[src/rtl/tlb_if.sv]
// ============================================================================
// Module   : tlb_if
// Brief    : Bundle of TLB lookup, probe, write and read-port signals.
// Revision : 1.0 - initial release
// ============================================================================
`default_nettype none

interface tlb_if #(
    parameter int TLBNUM       = 16,
    parameter int TLBNUM_WIDTH = $clog2(TLBNUM)
);
    logic                    s0_req, s0_odd_page, s0_valid, s0_found, s0_d, s0_v;
    logic [18:0]             s0_vpn2;
    logic [7:0]              s0_asid;
    logic [TLBNUM_WIDTH-1:0] s0_index;
    logic [19:0]             s0_pfn;
    logic [2:0]              s0_c;

    logic                    s1_req, s1_odd_page, s1_valid, s1_found, s1_d, s1_v;
    logic [18:0]             s1_vpn2;
    logic [7:0]              s1_asid;
    logic [TLBNUM_WIDTH-1:0] s1_index;
    logic [19:0]             s1_pfn;
    logic [2:0]              s1_c;

    logic                    p_req, p_valid;
    logic [18:0]             p_vpn2;
    logic [7:0]              p_asid;
    logic [TLBNUM_WIDTH:0]   p_result;

    logic                    we, w_g, w_d0, w_v0, w_d1, w_v1;
    logic [TLBNUM_WIDTH-1:0] w_index;
    logic [18:0]             w_vpn2;
    logic [7:0]              w_asid;
    logic [19:0]             w_pfn0, w_pfn1;
    logic [2:0]              w_c0, w_c1;

    logic [TLBNUM_WIDTH-1:0] r_index;
    logic                    r_g, r_d0, r_v0, r_d1, r_v1;
    logic [18:0]             r_vpn2;
    logic [7:0]              r_asid;
    logic [19:0]             r_pfn0, r_pfn1;
    logic [2:0]              r_c0, r_c1;

    modport master (
        output s0_req, s0_vpn2, s0_odd_page, s0_asid,
        input  s0_valid, s0_found, s0_index, s0_pfn, s0_c, s0_d, s0_v,
        output s1_req, s1_vpn2, s1_odd_page, s1_asid,
        input  s1_valid, s1_found, s1_index, s1_pfn, s1_c, s1_d, s1_v,
        output p_req, p_vpn2, p_asid,
        input  p_valid, p_result,
        output we, w_index, w_vpn2, w_asid, w_g, w_pfn0, w_c0, w_d0, w_v0,
        output w_pfn1, w_c1, w_d1, w_v1,
        output r_index,
        input  r_vpn2, r_asid, r_g, r_pfn0, r_c0, r_d0, r_v0, r_pfn1, r_c1, r_d1, r_v1
    );

    modport slave (
        input  s0_req, s0_vpn2, s0_odd_page, s0_asid,
        output s0_valid, s0_found, s0_index, s0_pfn, s0_c, s0_d, s0_v,
        input  s1_req, s1_vpn2, s1_odd_page, s1_asid,
        output s1_valid, s1_found, s1_index, s1_pfn, s1_c, s1_d, s1_v,
        input  p_req, p_vpn2, p_asid,
        output p_valid, p_result,
        input  we, w_index, w_vpn2, w_asid, w_g, w_pfn0, w_c0, w_d0, w_v0,
        input  w_pfn1, w_c1, w_d1, w_v1,
        input  r_index,
        output r_vpn2, r_asid, r_g, r_pfn0, r_c0, r_d0, r_v0, r_pfn1, r_c1, r_d1, r_v1
    );
endinterface

`default_nettype wire

[src/rtl/tlb.sv]
// ============================================================================
// Module   : tlb
// Brief    : Fully associative dual-page TLB, two lookup ports plus a probe.
// Revision : 1.0 - initial release
// ============================================================================
`default_nettype none

module tlb #(
    parameter int TLBNUM       = 16,
    parameter int TLBNUM_WIDTH = $clog2(TLBNUM)
) (
    input  wire logic clk,
    input  wire logic resetn,
    tlb_if.slave      bus
);
    typedef struct packed {
        logic [19:0] pfn;
        logic [2:0]  c;
        logic        d;
        logic        v;
    } page_t;

    localparam page_t                 c_PAGE_NONE = '0;
    localparam logic [TLBNUM_WIDTH:0] c_P_MISS    = {1'b1, {TLBNUM_WIDTH{1'b0}}};

    logic [TLBNUM-1:0] r_e;
    logic [TLBNUM-1:0] r_g;
    logic [18:0]       r_ent_vpn2 [TLBNUM];
    logic [7:0]        r_ent_asid [TLBNUM];
    page_t             r_ent_pg0  [TLBNUM];
    page_t             r_ent_pg1  [TLBNUM];

    function automatic logic [TLBNUM-1:0] f_match(input logic [18:0] vpn2, input logic [7:0] asid);
        f_match = '0;
        for (int i = 0; i < TLBNUM; i++) begin
            f_match[i] = r_e[i] && (r_ent_vpn2[i] == vpn2) && (r_g[i] || (r_ent_asid[i] == asid));
        end
    endfunction

    // Walk downward so the lowest matching index is the one left standing.
    function automatic logic [TLBNUM_WIDTH-1:0] f_encode(input logic [TLBNUM-1:0] m);
        f_encode = '0;
        for (int i = TLBNUM - 1; i >= 0; i--) begin
            if (m[i]) f_encode = TLBNUM_WIDTH'(i);
        end
    endfunction

    logic [TLBNUM-1:0]       w_s0_match, w_s1_match, w_p_match;
    logic [TLBNUM_WIDTH-1:0] w_s0_idx, w_s1_idx, w_p_idx;
    logic                    w_s0_hit, w_s1_hit, w_p_hit;
    page_t                   w_s0_pg, w_s1_pg;

    always_comb begin
        w_s0_match = f_match(bus.s0_vpn2, bus.s0_asid);
        w_s1_match = f_match(bus.s1_vpn2, bus.s1_asid);
        w_p_match  = f_match(bus.p_vpn2, bus.p_asid);
        w_s0_hit   = |w_s0_match;
        w_s1_hit   = |w_s1_match;
        w_p_hit    = |w_p_match;
        w_s0_idx   = f_encode(w_s0_match);
        w_s1_idx   = f_encode(w_s1_match);
        w_p_idx    = f_encode(w_p_match);
        w_s0_pg    = bus.s0_odd_page ? r_ent_pg1[w_s0_idx] : r_ent_pg0[w_s0_idx];
        w_s1_pg    = bus.s1_odd_page ? r_ent_pg1[w_s1_idx] : r_ent_pg0[w_s1_idx];
    end

    always_ff @(posedge clk or negedge resetn) begin
        if (!resetn) begin
            r_e <= '0;
            r_g <= '0;
            for (int i = 0; i < TLBNUM; i++) begin
                r_ent_vpn2[i] <= '0;
                r_ent_asid[i] <= '0;
                r_ent_pg0[i]  <= c_PAGE_NONE;
                r_ent_pg1[i]  <= c_PAGE_NONE;
            end
        end else if (bus.we) begin
            r_e[bus.w_index]        <= 1'b1;
            r_g[bus.w_index]        <= bus.w_g;
            r_ent_vpn2[bus.w_index] <= bus.w_vpn2;
            r_ent_asid[bus.w_index] <= bus.w_asid;
            r_ent_pg0[bus.w_index]  <= '{pfn: bus.w_pfn0, c: bus.w_c0, d: bus.w_d0, v: bus.w_v0};
            r_ent_pg1[bus.w_index]  <= '{pfn: bus.w_pfn1, c: bus.w_c1, d: bus.w_d1, v: bus.w_v1};
        end
    end

    logic                    r_s0_valid, r_s0_found, r_s1_valid, r_s1_found, r_p_valid;
    logic [TLBNUM_WIDTH-1:0] r_s0_index, r_s1_index;
    page_t                   r_s0_pg, r_s1_pg;
    logic [TLBNUM_WIDTH:0]   r_p_result;

    // Result fields only update on a request so they hold between responses.
    always_ff @(posedge clk or negedge resetn) begin
        if (!resetn) begin
            r_s0_valid <= 1'b0;
            r_s0_found <= 1'b0;
            r_s0_index <= '0;
            r_s0_pg    <= c_PAGE_NONE;
            r_s1_valid <= 1'b0;
            r_s1_found <= 1'b0;
            r_s1_index <= '0;
            r_s1_pg    <= c_PAGE_NONE;
            r_p_valid  <= 1'b0;
            r_p_result <= c_P_MISS;
        end else begin
            r_s0_valid <= bus.s0_req;
            r_s1_valid <= bus.s1_req;
            r_p_valid  <= bus.p_req;
            if (bus.s0_req) begin
                r_s0_found <= w_s0_hit;
                r_s0_index <= w_s0_hit ? w_s0_idx : '0;
                r_s0_pg    <= w_s0_hit ? w_s0_pg : c_PAGE_NONE;
            end
            if (bus.s1_req) begin
                r_s1_found <= w_s1_hit;
                r_s1_index <= w_s1_hit ? w_s1_idx : '0;
                r_s1_pg    <= w_s1_hit ? w_s1_pg : c_PAGE_NONE;
            end
            if (bus.p_req) begin
                r_p_result <= {~w_p_hit, (w_p_hit ? w_p_idx : {TLBNUM_WIDTH{1'b0}})};
            end
        end
    end

    assign bus.s0_valid = r_s0_valid;
    assign bus.s0_found = r_s0_found;
    assign bus.s0_index = r_s0_index;
    assign bus.s0_pfn   = r_s0_pg.pfn;
    assign bus.s0_c     = r_s0_pg.c;
    assign bus.s0_d     = r_s0_pg.d;
    assign bus.s0_v     = r_s0_pg.v;
    assign bus.s1_valid = r_s1_valid;
    assign bus.s1_found = r_s1_found;
    assign bus.s1_index = r_s1_index;
    assign bus.s1_pfn   = r_s1_pg.pfn;
    assign bus.s1_c     = r_s1_pg.c;
    assign bus.s1_d     = r_s1_pg.d;
    assign bus.s1_v     = r_s1_pg.v;
    assign bus.p_valid  = r_p_valid;
    assign bus.p_result = r_p_result;

    logic  w_rd_e;
    page_t w_rd_pg0, w_rd_pg1;

    // Unoccupied entries read back as all zeros regardless of stored contents.
    assign w_rd_e      = r_e[bus.r_index];
    assign w_rd_pg0    = w_rd_e ? r_ent_pg0[bus.r_index] : c_PAGE_NONE;
    assign w_rd_pg1    = w_rd_e ? r_ent_pg1[bus.r_index] : c_PAGE_NONE;
    assign bus.r_vpn2  = w_rd_e ? r_ent_vpn2[bus.r_index] : 19'd0;
    assign bus.r_asid  = w_rd_e ? r_ent_asid[bus.r_index] : 8'd0;
    assign bus.r_g     = w_rd_e & r_g[bus.r_index];
    assign bus.r_pfn0  = w_rd_pg0.pfn;
    assign bus.r_c0    = w_rd_pg0.c;
    assign bus.r_d0    = w_rd_pg0.d;
    assign bus.r_v0    = w_rd_pg0.v;
    assign bus.r_pfn1  = w_rd_pg1.pfn;
    assign bus.r_c1    = w_rd_pg1.c;
    assign bus.r_d1    = w_rd_pg1.d;
    assign bus.r_v1    = w_rd_pg1.v;

endmodule

`default_nettype wire

[src/flat_wrapper.sv]
// flat-port wrapper written by rule: the top's interface ports become plain ports
module tlb_flat 
#(
    parameter int TLBNUM       = 16,
    parameter int TLBNUM_WIDTH = $clog2(TLBNUM)
)
  (clk, resetn, bus_s0_req, bus_s0_vpn2, bus_s0_odd_page, bus_s0_asid, bus_s0_valid, bus_s0_found, bus_s0_index, bus_s0_pfn, bus_s0_c, bus_s0_d, bus_s0_v, bus_s1_req, bus_s1_vpn2, bus_s1_odd_page, bus_s1_asid, bus_s1_valid, bus_s1_found, bus_s1_index, bus_s1_pfn, bus_s1_c, bus_s1_d, bus_s1_v, bus_p_req, bus_p_vpn2, bus_p_asid, bus_p_valid, bus_p_result, bus_we, bus_w_index, bus_w_vpn2, bus_w_asid, bus_w_g, bus_w_pfn0, bus_w_c0, bus_w_d0, bus_w_v0, bus_w_pfn1, bus_w_c1, bus_w_d1, bus_w_v1, bus_r_index, bus_r_vpn2, bus_r_asid, bus_r_g, bus_r_pfn0, bus_r_c0, bus_r_d0, bus_r_v0, bus_r_pfn1, bus_r_c1, bus_r_d1, bus_r_v1);
  tlb_if #(.TLBNUM(TLBNUM), .TLBNUM_WIDTH(TLBNUM_WIDTH)) bus_i ();
  input  wire logic clk;
  input  wire logic resetn;
  input wire logic [$bits(bus_i.s0_req)-1:0] bus_s0_req;
  input wire logic [$bits(bus_i.s0_vpn2)-1:0] bus_s0_vpn2;
  input wire logic [$bits(bus_i.s0_odd_page)-1:0] bus_s0_odd_page;
  input wire logic [$bits(bus_i.s0_asid)-1:0] bus_s0_asid;
  output wire logic [$bits(bus_i.s0_valid)-1:0] bus_s0_valid;
  output wire logic [$bits(bus_i.s0_found)-1:0] bus_s0_found;
  output wire logic [$bits(bus_i.s0_index)-1:0] bus_s0_index;
  output wire logic [$bits(bus_i.s0_pfn)-1:0] bus_s0_pfn;
  output wire logic [$bits(bus_i.s0_c)-1:0] bus_s0_c;
  output wire logic [$bits(bus_i.s0_d)-1:0] bus_s0_d;
  output wire logic [$bits(bus_i.s0_v)-1:0] bus_s0_v;
  input wire logic [$bits(bus_i.s1_req)-1:0] bus_s1_req;
  input wire logic [$bits(bus_i.s1_vpn2)-1:0] bus_s1_vpn2;
  input wire logic [$bits(bus_i.s1_odd_page)-1:0] bus_s1_odd_page;
  input wire logic [$bits(bus_i.s1_asid)-1:0] bus_s1_asid;
  output wire logic [$bits(bus_i.s1_valid)-1:0] bus_s1_valid;
  output wire logic [$bits(bus_i.s1_found)-1:0] bus_s1_found;
  output wire logic [$bits(bus_i.s1_index)-1:0] bus_s1_index;
  output wire logic [$bits(bus_i.s1_pfn)-1:0] bus_s1_pfn;
  output wire logic [$bits(bus_i.s1_c)-1:0] bus_s1_c;
  output wire logic [$bits(bus_i.s1_d)-1:0] bus_s1_d;
  output wire logic [$bits(bus_i.s1_v)-1:0] bus_s1_v;
  input wire logic [$bits(bus_i.p_req)-1:0] bus_p_req;
  input wire logic [$bits(bus_i.p_vpn2)-1:0] bus_p_vpn2;
  input wire logic [$bits(bus_i.p_asid)-1:0] bus_p_asid;
  output wire logic [$bits(bus_i.p_valid)-1:0] bus_p_valid;
  output wire logic [$bits(bus_i.p_result)-1:0] bus_p_result;
  input wire logic [$bits(bus_i.we)-1:0] bus_we;
  input wire logic [$bits(bus_i.w_index)-1:0] bus_w_index;
  input wire logic [$bits(bus_i.w_vpn2)-1:0] bus_w_vpn2;
  input wire logic [$bits(bus_i.w_asid)-1:0] bus_w_asid;
  input wire logic [$bits(bus_i.w_g)-1:0] bus_w_g;
  input wire logic [$bits(bus_i.w_pfn0)-1:0] bus_w_pfn0;
  input wire logic [$bits(bus_i.w_c0)-1:0] bus_w_c0;
  input wire logic [$bits(bus_i.w_d0)-1:0] bus_w_d0;
  input wire logic [$bits(bus_i.w_v0)-1:0] bus_w_v0;
  input wire logic [$bits(bus_i.w_pfn1)-1:0] bus_w_pfn1;
  input wire logic [$bits(bus_i.w_c1)-1:0] bus_w_c1;
  input wire logic [$bits(bus_i.w_d1)-1:0] bus_w_d1;
  input wire logic [$bits(bus_i.w_v1)-1:0] bus_w_v1;
  input wire logic [$bits(bus_i.r_index)-1:0] bus_r_index;
  output wire logic [$bits(bus_i.r_vpn2)-1:0] bus_r_vpn2;
  output wire logic [$bits(bus_i.r_asid)-1:0] bus_r_asid;
  output wire logic [$bits(bus_i.r_g)-1:0] bus_r_g;
  output wire logic [$bits(bus_i.r_pfn0)-1:0] bus_r_pfn0;
  output wire logic [$bits(bus_i.r_c0)-1:0] bus_r_c0;
  output wire logic [$bits(bus_i.r_d0)-1:0] bus_r_d0;
  output wire logic [$bits(bus_i.r_v0)-1:0] bus_r_v0;
  output wire logic [$bits(bus_i.r_pfn1)-1:0] bus_r_pfn1;
  output wire logic [$bits(bus_i.r_c1)-1:0] bus_r_c1;
  output wire logic [$bits(bus_i.r_d1)-1:0] bus_r_d1;
  output wire logic [$bits(bus_i.r_v1)-1:0] bus_r_v1;
  assign bus_i.s0_req = bus_s0_req;
  assign bus_i.s0_vpn2 = bus_s0_vpn2;
  assign bus_i.s0_odd_page = bus_s0_odd_page;
  assign bus_i.s0_asid = bus_s0_asid;
  assign bus_s0_valid = bus_i.s0_valid;
  assign bus_s0_found = bus_i.s0_found;
  assign bus_s0_index = bus_i.s0_index;
  assign bus_s0_pfn = bus_i.s0_pfn;
  assign bus_s0_c = bus_i.s0_c;
  assign bus_s0_d = bus_i.s0_d;
  assign bus_s0_v = bus_i.s0_v;
  assign bus_i.s1_req = bus_s1_req;
  assign bus_i.s1_vpn2 = bus_s1_vpn2;
  assign bus_i.s1_odd_page = bus_s1_odd_page;
  assign bus_i.s1_asid = bus_s1_asid;
  assign bus_s1_valid = bus_i.s1_valid;
  assign bus_s1_found = bus_i.s1_found;
  assign bus_s1_index = bus_i.s1_index;
  assign bus_s1_pfn = bus_i.s1_pfn;
  assign bus_s1_c = bus_i.s1_c;
  assign bus_s1_d = bus_i.s1_d;
  assign bus_s1_v = bus_i.s1_v;
  assign bus_i.p_req = bus_p_req;
  assign bus_i.p_vpn2 = bus_p_vpn2;
  assign bus_i.p_asid = bus_p_asid;
  assign bus_p_valid = bus_i.p_valid;
  assign bus_p_result = bus_i.p_result;
  assign bus_i.we = bus_we;
  assign bus_i.w_index = bus_w_index;
  assign bus_i.w_vpn2 = bus_w_vpn2;
  assign bus_i.w_asid = bus_w_asid;
  assign bus_i.w_g = bus_w_g;
  assign bus_i.w_pfn0 = bus_w_pfn0;
  assign bus_i.w_c0 = bus_w_c0;
  assign bus_i.w_d0 = bus_w_d0;
  assign bus_i.w_v0 = bus_w_v0;
  assign bus_i.w_pfn1 = bus_w_pfn1;
  assign bus_i.w_c1 = bus_w_c1;
  assign bus_i.w_d1 = bus_w_d1;
  assign bus_i.w_v1 = bus_w_v1;
  assign bus_i.r_index = bus_r_index;
  assign bus_r_vpn2 = bus_i.r_vpn2;
  assign bus_r_asid = bus_i.r_asid;
  assign bus_r_g = bus_i.r_g;
  assign bus_r_pfn0 = bus_i.r_pfn0;
  assign bus_r_c0 = bus_i.r_c0;
  assign bus_r_d0 = bus_i.r_d0;
  assign bus_r_v0 = bus_i.r_v0;
  assign bus_r_pfn1 = bus_i.r_pfn1;
  assign bus_r_c1 = bus_i.r_c1;
  assign bus_r_d1 = bus_i.r_d1;
  assign bus_r_v1 = bus_i.r_v1;
  tlb #(.TLBNUM(TLBNUM), .TLBNUM_WIDTH(TLBNUM_WIDTH)) u_core (.clk(clk), .resetn(resetn), .bus(bus_i));
endmodule
[config.mk]
export PLATFORM = sky130hd
export DESIGN_NAME = tlb_flat
export DESIGN_NICKNAME = d
export VERILOG_FILES = /design/src/rtl/tlb_if.sv /design/src/rtl/tlb.sv /design/src/flat_wrapper.sv
export SDC_FILE = /design/constraint.sdc
export NUM_CORES = 2
export LEC_CHECK = 0
export BUFFER_PORTS_ARGS = -buffer_cell sky130_fd_sc_hd__buf_2
export CAP_MARGIN = 5
export CORE_MARGIN = 2
export CORE_UTILIZATION = 25
export DETAILED_ROUTE_END_ITERATION = 16
export PLACE_DENSITY_LB_ADDON = 0.12
export SLEW_MARGIN = 0
export SYNTH_ARGS = -nofsm -noshare
export SYNTH_HDL_FRONTEND = slang
export SYNTH_SLANG_ARGS = --single-unit
export TNS_END_PERCENT = 100
[constraint.sdc]
create_clock -name clk -period 9.89 [get_ports clk]
set_input_delay 1.978 -clock clk [delete_from_list [all_inputs] [get_ports clk]]
set_output_delay 1.978 -clock clk [all_outputs]
set_load 0.01 [all_outputs]
== Word level (Yosys, flattened, before mapping) ==
Index checks and enable logic that the tools add are counted.
Operators by class
  $lt $le $gt $ge: 8
  equal/unequal tests: 96
  multiplexer cells: 100
  bitwise logic cells: 7
  reduce and logical (&&, ||, !) cells: 149
Operators with widths (number)
  19-bit equality test: 48
  400-bit bitwise mux: 2
  25-bit binary-select mux with 4-bit select: 6
  25-bit two-way mux: 19
  8-bit equality test: 48
  304-bit bitwise mux: 1
  4-bit two-way mux: 51
  128-bit bitwise mux: 1
  25-bit demux with 4-bit select: 1
  1-bit logical AND: 98
  19-bit binary-select mux with 4-bit select: 1
  19-bit demux with 4-bit select: 1
  19-bit two-way mux: 4
  1-bit logical OR: 48
  16-bit OR reduction: 3
  8-bit binary-select mux with 4-bit select: 1
  8-bit demux with 4-bit select: 1
  8-bit two-way mux: 4
  5-bit greater-or-equal comparator (second input constant): 4
  4-bit NOT with 5-bit output: 4
  16-bit bitwise mux: 1
  16-bit bitwise OR: 1
  4-bit by 5-bit < comparator with 1-bit output (second input constant): 2
  1-bit binary-select mux with 4-bit select: 2
  other kinds (6): 8
Storage, ports and cells
  register bits after elaboration: 1332
  word-level logic and storage cells: 538

== Longest topological paths before layout ==
  depth after elaboration: 25
  depth in mapped cells: 18

== Worst setup path after synthesis ==
No wires, ideal clock.
  path kind: input-to-output
  from: input bus_r_index[0]
  to: output bus_r_asid[0]
  arrival time: 4405 ps
  required time: 7912 ps
  setup slack: 3507 ps
  cell stages on the path: 6
  buffers on the path: 3
  path through: clkbuf_1 > buf_1 > buf_1 > mux4_2 > mux4_2 > nor2b_1
On the way
  word-level cells in the longest chain between the ends: 5
  elaborated cells on any way between the ends: 7
  classes of those cells: mux (6); bitwise (1)
Ends and longest elaborated chain
  start, declared: line flat_wrapper.sv:51  | input wire logic [$bits(bus_i.r_index)-1:0] bus_r_index;
  4-bit NOT with 5-bit output (implied by the code): line tlb.sv:150  | assign bus.r_asid = w_rd_e ? r_ent_asid[bus.r_index] : 8'd0;
  8-bit binary-select mux with 4-bit select: line tlb.sv:150
  8-bit two-way mux (implied by the code) (2 in a row): line tlb.sv:150
  8-bit two-way mux (*): line tlb.sv:150
  end, declared: line flat_wrapper.sv:53  | output wire logic [$bits(bus_i.r_asid)-1:0] bus_r_asid;
Mark *: on every way between the ends. The rest lies on a longest branch, timed or not. The select of a mux whose other input is x is not followed.

== Worst setup path after layout ==
  from: input bus_s0_asid[6]
  to: register u_core.r_s0_pg (netlist bit u_core.bus.s0_pfn[7])
On the way
  word-level cells in the longest chain between the ends: 25
  elaborated cells on any way between the ends: 74
  classes of those cells: eq/ne (16); mux (24); bitwise (1); reduce/logical (33)
Ends and longest elaborated chain
  start, declared: line flat_wrapper.sv:14  | input wire logic [$bits(bus_i.s0_asid)-1:0] bus_s0_asid;
  8-bit equality test: line tlb.sv:36  | f_match[i] = r_e[i] && (r_ent_vpn2[i] == vpn2) && (r_g[i] || (r_ent_asid[i] == asid));
  1-bit logical OR: line tlb.sv:36
  1-bit logical AND: line tlb.sv:36
  4-bit two-way mux (16 in a row): line tlb.sv:44  | if (m[i]) f_encode = TLBNUM_WIDTH'(i);
  4-bit NOT with 5-bit output (implied by the code): line tlb.sv:63  | w_s0_pg = bus.s0_odd_page ? r_ent_pg1[w_s0_idx] : r_ent_pg0[w_s0_idx];
  25-bit binary-select mux with 4-bit select: line tlb.sv:63
  25-bit two-way mux (implied by the code) (2 in a row): line tlb.sv:63
  25-bit two-way mux: line tlb.sv:63
  25-bit two-way mux (*): line tlb.sv:112  | r_s0_pg <= w_s0_hit ? w_s0_pg : c_PAGE_NONE;
  end signal, assigned: line tlb.sv:98  | r_s0_pg <= c_PAGE_NONE;
  end signal, assigned: line tlb.sv:112
  end, declared: line tlb.sv:89  | page_t r_s0_pg, r_s1_pg;
Marked as above.
A chain may end at the register's enable or synchronous reset.

==> insert_results.sql <==
INSERT INTO impl_metrics (metric_group, metric, value, unit) VALUES
('global_routing', 'grt_pass1_vias', '71900', ''),
('status', 'status', 'finished, final reports clean', ''),
('clock_tree', 'post_cts_buffers', '0', ''),
('die', 'die_y', '607', 'um'),
('global_routing', 'grt_start_max_net_pins', '146', ''),
('drt', 'detail_route.wirelength', '515000', 'um'),
('yosys', 'ys_ff_latch', '1332', ''),
('yosys', 'yosysSeqAreaShare', '36.6', '%'),
('placed_design', 'place.port_buffers', '320', ''),
('global_routing', 'grt_first_pass_wirelength', '688000', 'um'),
('yosys', 'synthFlopType', 'sky130_fd_sc_hd__dfrtp_1', ''),
('worst_setup_path', 'startpoint_to_endpoint_class_of_the_critical_path', 'primary input to flip-flop', ''),
('pwr', 'p_per_area', '210', 'nW/um^2'),
('run', 'maxCapViolCount', '0', ''),
('worst_setup_path', 'cp_top_family', 'simple AND/OR/NAND/NOR gates', ''),
('sta', 'final.setup_skew', '75.6', 'ps'),
('clock_tree', 'tritoncts_sinks', '1332', ''),
('layout', 'fillerInstances', '37100', ''),
('yosys', 'netlist-cell-type-count', '91', ''),
('yosys', 'synth_async_sr_flop_share', '100', '%'),
('placed_design', 'hpwl_after_dpl', '351000', 'um'),
('worst_setup_path', 'r2r_depth', '13', ''),
('pwr', 'power.static_leakage', '40.0', 'nW'),
('layout', 'post_route_cells_drive_above_1_share', '33.2', '%'),
('pwr', 'report.power.total', '21.8', 'mW'),
('clock_tree', 'postCtsHoldBufs', '0', ''),
('worst_setup_path', 'cp_data_arrival_time', '8570', 'ps'),
('worst_setup_path', 'path_buf_inv', '3', ''),
('sta', 'tightest_slew', '1430', 'ps'),
('die', 'coreArea', '363000', 'sq um'),
('layout', 'final_nets', '7883', ''),
('sta', 'final.setup.tns', '0', 'ps'),
('placed_design', 'pre_cts_ws', '1540', 'ps'),
('worst_setup_path', 'worst-path-stages', '14', ''),
('clock_tree', 'worst_setup_hold_path_clk_slew', '60', 'ps'),
('clock_tree', 'tritoncts', 'done', ''),
('sta', 'final-max-slew-violation-count', '0', ''),
('yosys', 'synth_nets', '7849', ''),
('worst_setup_path', 'worstSetupStartpointType', 'primary input', ''),
('worst_setup_path', 'timing.critical_path.slowest_cell_delay', '1210', 'ps'),
('yosys', 'postSynthAreaPerCell', '11.9', 'sq um'),
('sta', 'timing.max_slew.rel_slack', '4.90', '%'),
('die', 'horiz_die_dim', '607', 'um'),
('clock_tree', 'worst_skew_pair.late_latency', '920', 'ps'),
('min_path', 'whs_path_depth', '2', ''),
('sta', 'grt_setup_unrepaired', 'false', ''),
('die', 'die_area', '369000', 'sq um'),
('sta', 'fmax', '0.129', 'GHz'),
('global_routing', 'gr-usage-all-layers', '27.1', '%'),
('worst_setup_path', 'critPathSlowestCell', 'sky130_fd_sc_hd__nor4_2', ''),
('min_path', 'hp_class', 'flip-flop to flip-flop', ''),
('yosys', 'synthCells', '7674', ''),
('worst_setup_path', 'timing.critical_path.cells', 'buf_2 -> xor2_1 -> nor4_1 -> a21oi_1 -> nor4_2 -> nor2_1 -> o311ai_1 -> and3_4 -> buf_12 -> buf_4 -> mux2i_1 -> a222oi_1 -> a211oi_1 -> o2bb2ai_1', ''),
('sta', 'final-hold-violation-count', '0', ''),
('yosys', 'synth_enable_flop_cells', '0', ''),
('placed_design', 'gp_congestion', '0.970', ''),
('die', 'floorplan.initialDensity', '25.1', '%'),
('pwr', 'max-vdd-ir-drop', '0.137', 'mV'),
('die', 'num_rows', '221', ''),
('die', 'io_pins', '321', ''),
('yosys', 'yosys_warns', '0', ''),
('drt', 'routed_via_density', '5.78', ''),
('sta', 'finalCriticalPeriod', '7740', 'ps'),
('worst_setup_path', 'crit_path_end_kind', 'flip-flop', ''),
('worst_setup_path', 'regToRegStartpoint', 'u_core.r_ent_asid[32]', ''),
('worst_setup_path', 'critical_path.startpoint', 'bus_s0_asid[6]', ''),
('sta', 'setup_violations', '0', ''),
('clock_tree', 'count_of_instances_resized_after_the_clock_tree_is_built', '0', ''),
('worst_setup_path', 'worst-endpoint-required', '10720', 'ps'),
('clock_tree', 'number_of_buffers_created_by_cts', '178', ''),
('drt', 'drt_drc_violations_left', '0', '');
## worst paths after layout
check                                               to
worst max-delay path              u_core.bus.s0_pfn[7]
worst min-delay path            u_core.bus.s0_index[3]
worst max register to register    u_core.bus.s0_pfn[7]
worst min register to register  u_core.bus.s0_index[3]
max in group asynchronous         u_core.bus.s1_pfn[3]
min in group asynchronous               u_core.r_g[13]
## per-stage QoR
step,instance area [sq um],utilization (%),instances,hold WS (ps)
2_1_floorplan,91000,-,7674,497
3_3_place_gp,97900,27.0,12300,476
3_5_place_dp,98000,27.0,12300,476
4_1_cts,104000,28.7,12600,491
5_1_grt,104000,28.7,12700,510
6_report,104000,28.7,12700,487
## placed cells by master (no fill, tap or decap), types with 30 or more instances in the layout
cell type | netlist | layout
sky130_fd_sc_hd__dfrtp_1 | 1331 | 1331
sky130_fd_sc_hd__mux2_2 | 1248 | 1248
sky130_fd_sc_hd__xor2_1 | 934 | 934
sky130_fd_sc_hd__mux2i_1 | 606 | 606
sky130_fd_sc_hd__mux4_2 | 394 | 394
sky130_fd_sc_hd__xnor2_1 | 362 | 362
sky130_fd_sc_hd__nor4_1 | 338 | 328
sky130_fd_sc_hd__buf_2 | 111 | 315
sky130_fd_sc_hd__buf_4 | 63 | 183
sky130_fd_sc_hd__clkbuf_16 | 0 | 180
sky130_fd_sc_hd__nor2_1 | 171 | 158
sky130_fd_sc_hd__a21oi_1 | 155 | 153
sky130_fd_sc_hd__nand4_1 | 139 | 139
sky130_fd_sc_hd__nor2b_1 | 135 | 134
sky130_fd_sc_hd__a211oi_1 | 129 | 127
sky130_fd_sc_hd__nand3_1 | 83 | 83
sky130_fd_sc_hd__o21ai_0 | 81 | 78
sky130_fd_sc_hd__inv_1 | 62 | 60
sky130_fd_sc_hd__nand2_1 | 60 | 52
sky130_fd_sc_hd__o2bb2ai_1 | 52 | 52
sky130_fd_sc_hd__o22ai_1 | 52 | 51
sky130_fd_sc_hd__clkbuf_8 | 0 | 50
sky130_fd_sc_hd__or4_1 | 48 | 48
sky130_fd_sc_hd__o221ai_1 | 48 | 48
sky130_fd_sc_hd__a22oi_1 | 48 | 48
sky130_fd_sc_hd__a211o_1 | 47 | 47
sky130_fd_sc_hd__clkbuf_1 | 398 | 40
sky130_fd_sc_hd__buf_12 | 0 | 36
sky130_fd_sc_hd__mux2_1 | 35 | 35
sky130_fd_sc_hd__nand4b_1 | 34 | 34
sky130_fd_sc_hd__o211ai_1 | 31 | 31
sky130_fd_sc_hd__nor4b_1 | 30 | 30
## Yosys cell counts (19+ instances only)
master / n / area [sq um]
sky130_fd_sc_hd__nor4b_1: 30 / 263
sky130_fd_sc_hd__buf_4: 63 / 473
sky130_fd_sc_hd__a2111o_1: 23 / 259
sky130_fd_sc_hd__or4_1: 48 / 360
sky130_fd_sc_hd__a2bb2o_2: 19 / 214
sky130_fd_sc_hd__a221oi_1: 23 / 201
sky130_fd_sc_hd__nor4_1: 338 / 2110
sky130_fd_sc_hd__or3_1: 30 / 188
sky130_fd_sc_hd__mux2_1: 35 / 394
sky130_fd_sc_hd__a22oi_1: 48 / 360
sky130_fd_sc_hd__dfrtp_1: 1331 / 33300
sky130_fd_sc_hd__o22ai_1: 52 / 325
sky130_fd_sc_hd__mux4_2: 394 / 8870
sky130_fd_sc_hd__mux2_2: 1248 / 14100
sky130_fd_sc_hd__o221ai_1: 48 / 420
sky130_fd_sc_hd__nand3_1: 83 / 415
sky130_fd_sc_hd__o21ai_0: 81 / 405
sky130_fd_sc_hd__a211oi_1: 129 / 968
sky130_fd_sc_hd__nand4_1: 139 / 870
sky130_fd_sc_hd__a222oi_1: 24 / 240
sky130_fd_sc_hd__buf_2: 111 / 556
sky130_fd_sc_hd__o211ai_1: 31 / 233
sky130_fd_sc_hd__a21oi_1: 155 / 776
sky130_fd_sc_hd__o2bb2ai_1: 52 / 455
sky130_fd_sc_hd__xor2_1: 934 / 8180
sky130_fd_sc_hd__nand2_1: 60 / 225
sky130_fd_sc_hd__buf_6: 41 / 462
sky130_fd_sc_hd__clkbuf_1: 398 / 1490
sky130_fd_sc_hd__buf_1: 70 / 263
sky130_fd_sc_hd__o2111ai_1: 26 / 228
sky130_fd_sc_hd__o211a_1: 23 / 230
sky130_fd_sc_hd__nor2b_1: 135 / 845
sky130_fd_sc_hd__xnor2_1: 362 / 3170
sky130_fd_sc_hd__inv_1: 62 / 233
sky130_fd_sc_hd__mux2_4: 21 / 315
sky130_fd_sc_hd__mux2i_1: 606 / 6070
sky130_fd_sc_hd__nor2_1: 171 / 642
sky130_fd_sc_hd__a211o_1: 47 / 412
sky130_fd_sc_hd__nand4b_1: 34 / 298
## flip-flops by register name, indices dropped and copies added, names as in the netlist, 3 cells and up
register,count
u_core.r_ent_pg0,400
u_core.r_ent_pg1,400
u_core.r_ent_vpn2,304
u_core.r_ent_asid,128
u_core.bus.s0_pfn,20
u_core.bus.s1_pfn,20
u_core.r_e,16
u_core.r_g,16
u_core.bus.p_result,5
u_core.bus.s0_index,4
u_core.bus.s1_index,4
u_core.bus.s0_c,3
u_core.bus.s1_c,3
## layer usage
layer / part of all wire [%] / GRT usage [%] / up-vias
met5: 0.053 / 0 / -
met4: 4.7 / 10.9 / 36
met3: 7.2 / 4.83 / 905
met2: 43 / 40.7 / 3716
met1: 45 / 38.1 / 39500
li1: - / - / 29000
## report_power, final
group | switching (mW) | internal, mW
clock | 2.79 | 4.00
sequential | 2.30 | 6.64
combinational | 3.13 | 2.99
## cell type report
type                    instances  area [sq um]  share of cell area, %
flip-flops and latches       1332         33300                   32.1
multi-input cells            5593         54700                   52.6
inverters                      65           244                  0.235
diodes                         29          72.6                 0.0698
repair buffers                538          3730                   3.58
well taps                    4794          6000                   5.77
clock inverters                50           624                  0.600
clock buffers                 269          5330                   5.12
## worst register-to-register path, cell delays in order (launching register included)
cell and delay (ps):
sky130_fd_sc_hd__dfrtp_1 560, sky130_fd_sc_hd__xor2_1 230, sky130_fd_sc_hd__nor4_1 380, sky130_fd_sc_hd__a21oi_1 380, sky130_fd_sc_hd__nor4_2 1220, sky130_fd_sc_hd__nor2_1 500, sky130_fd_sc_hd__o311ai_1 400, sky130_fd_sc_hd__and3_4 830
sky130_fd_sc_hd__buf_12 420, sky130_fd_sc_hd__buf_4 430, sky130_fd_sc_hd__mux2i_1 190, sky130_fd_sc_hd__a222oi_1 810, sky130_fd_sc_hd__a211oi_1 180, sky130_fd_sc_hd__o2bb2ai_1 180
## kinds of logic (layout without fill, tap and decap cells)
group,Yosys count,count (layout),synth area share (%)
simple gates,1147,1147,7.49
buf+inv,749,922,3.84
flops,1332,1332,36.6
mux,2304,2304,32.6
xor+xnor,1296,1296,12.5
other cells,0,29,0
compound gates,846,846,6.95
No activity file was read; power rests on OpenSTA's default activity.
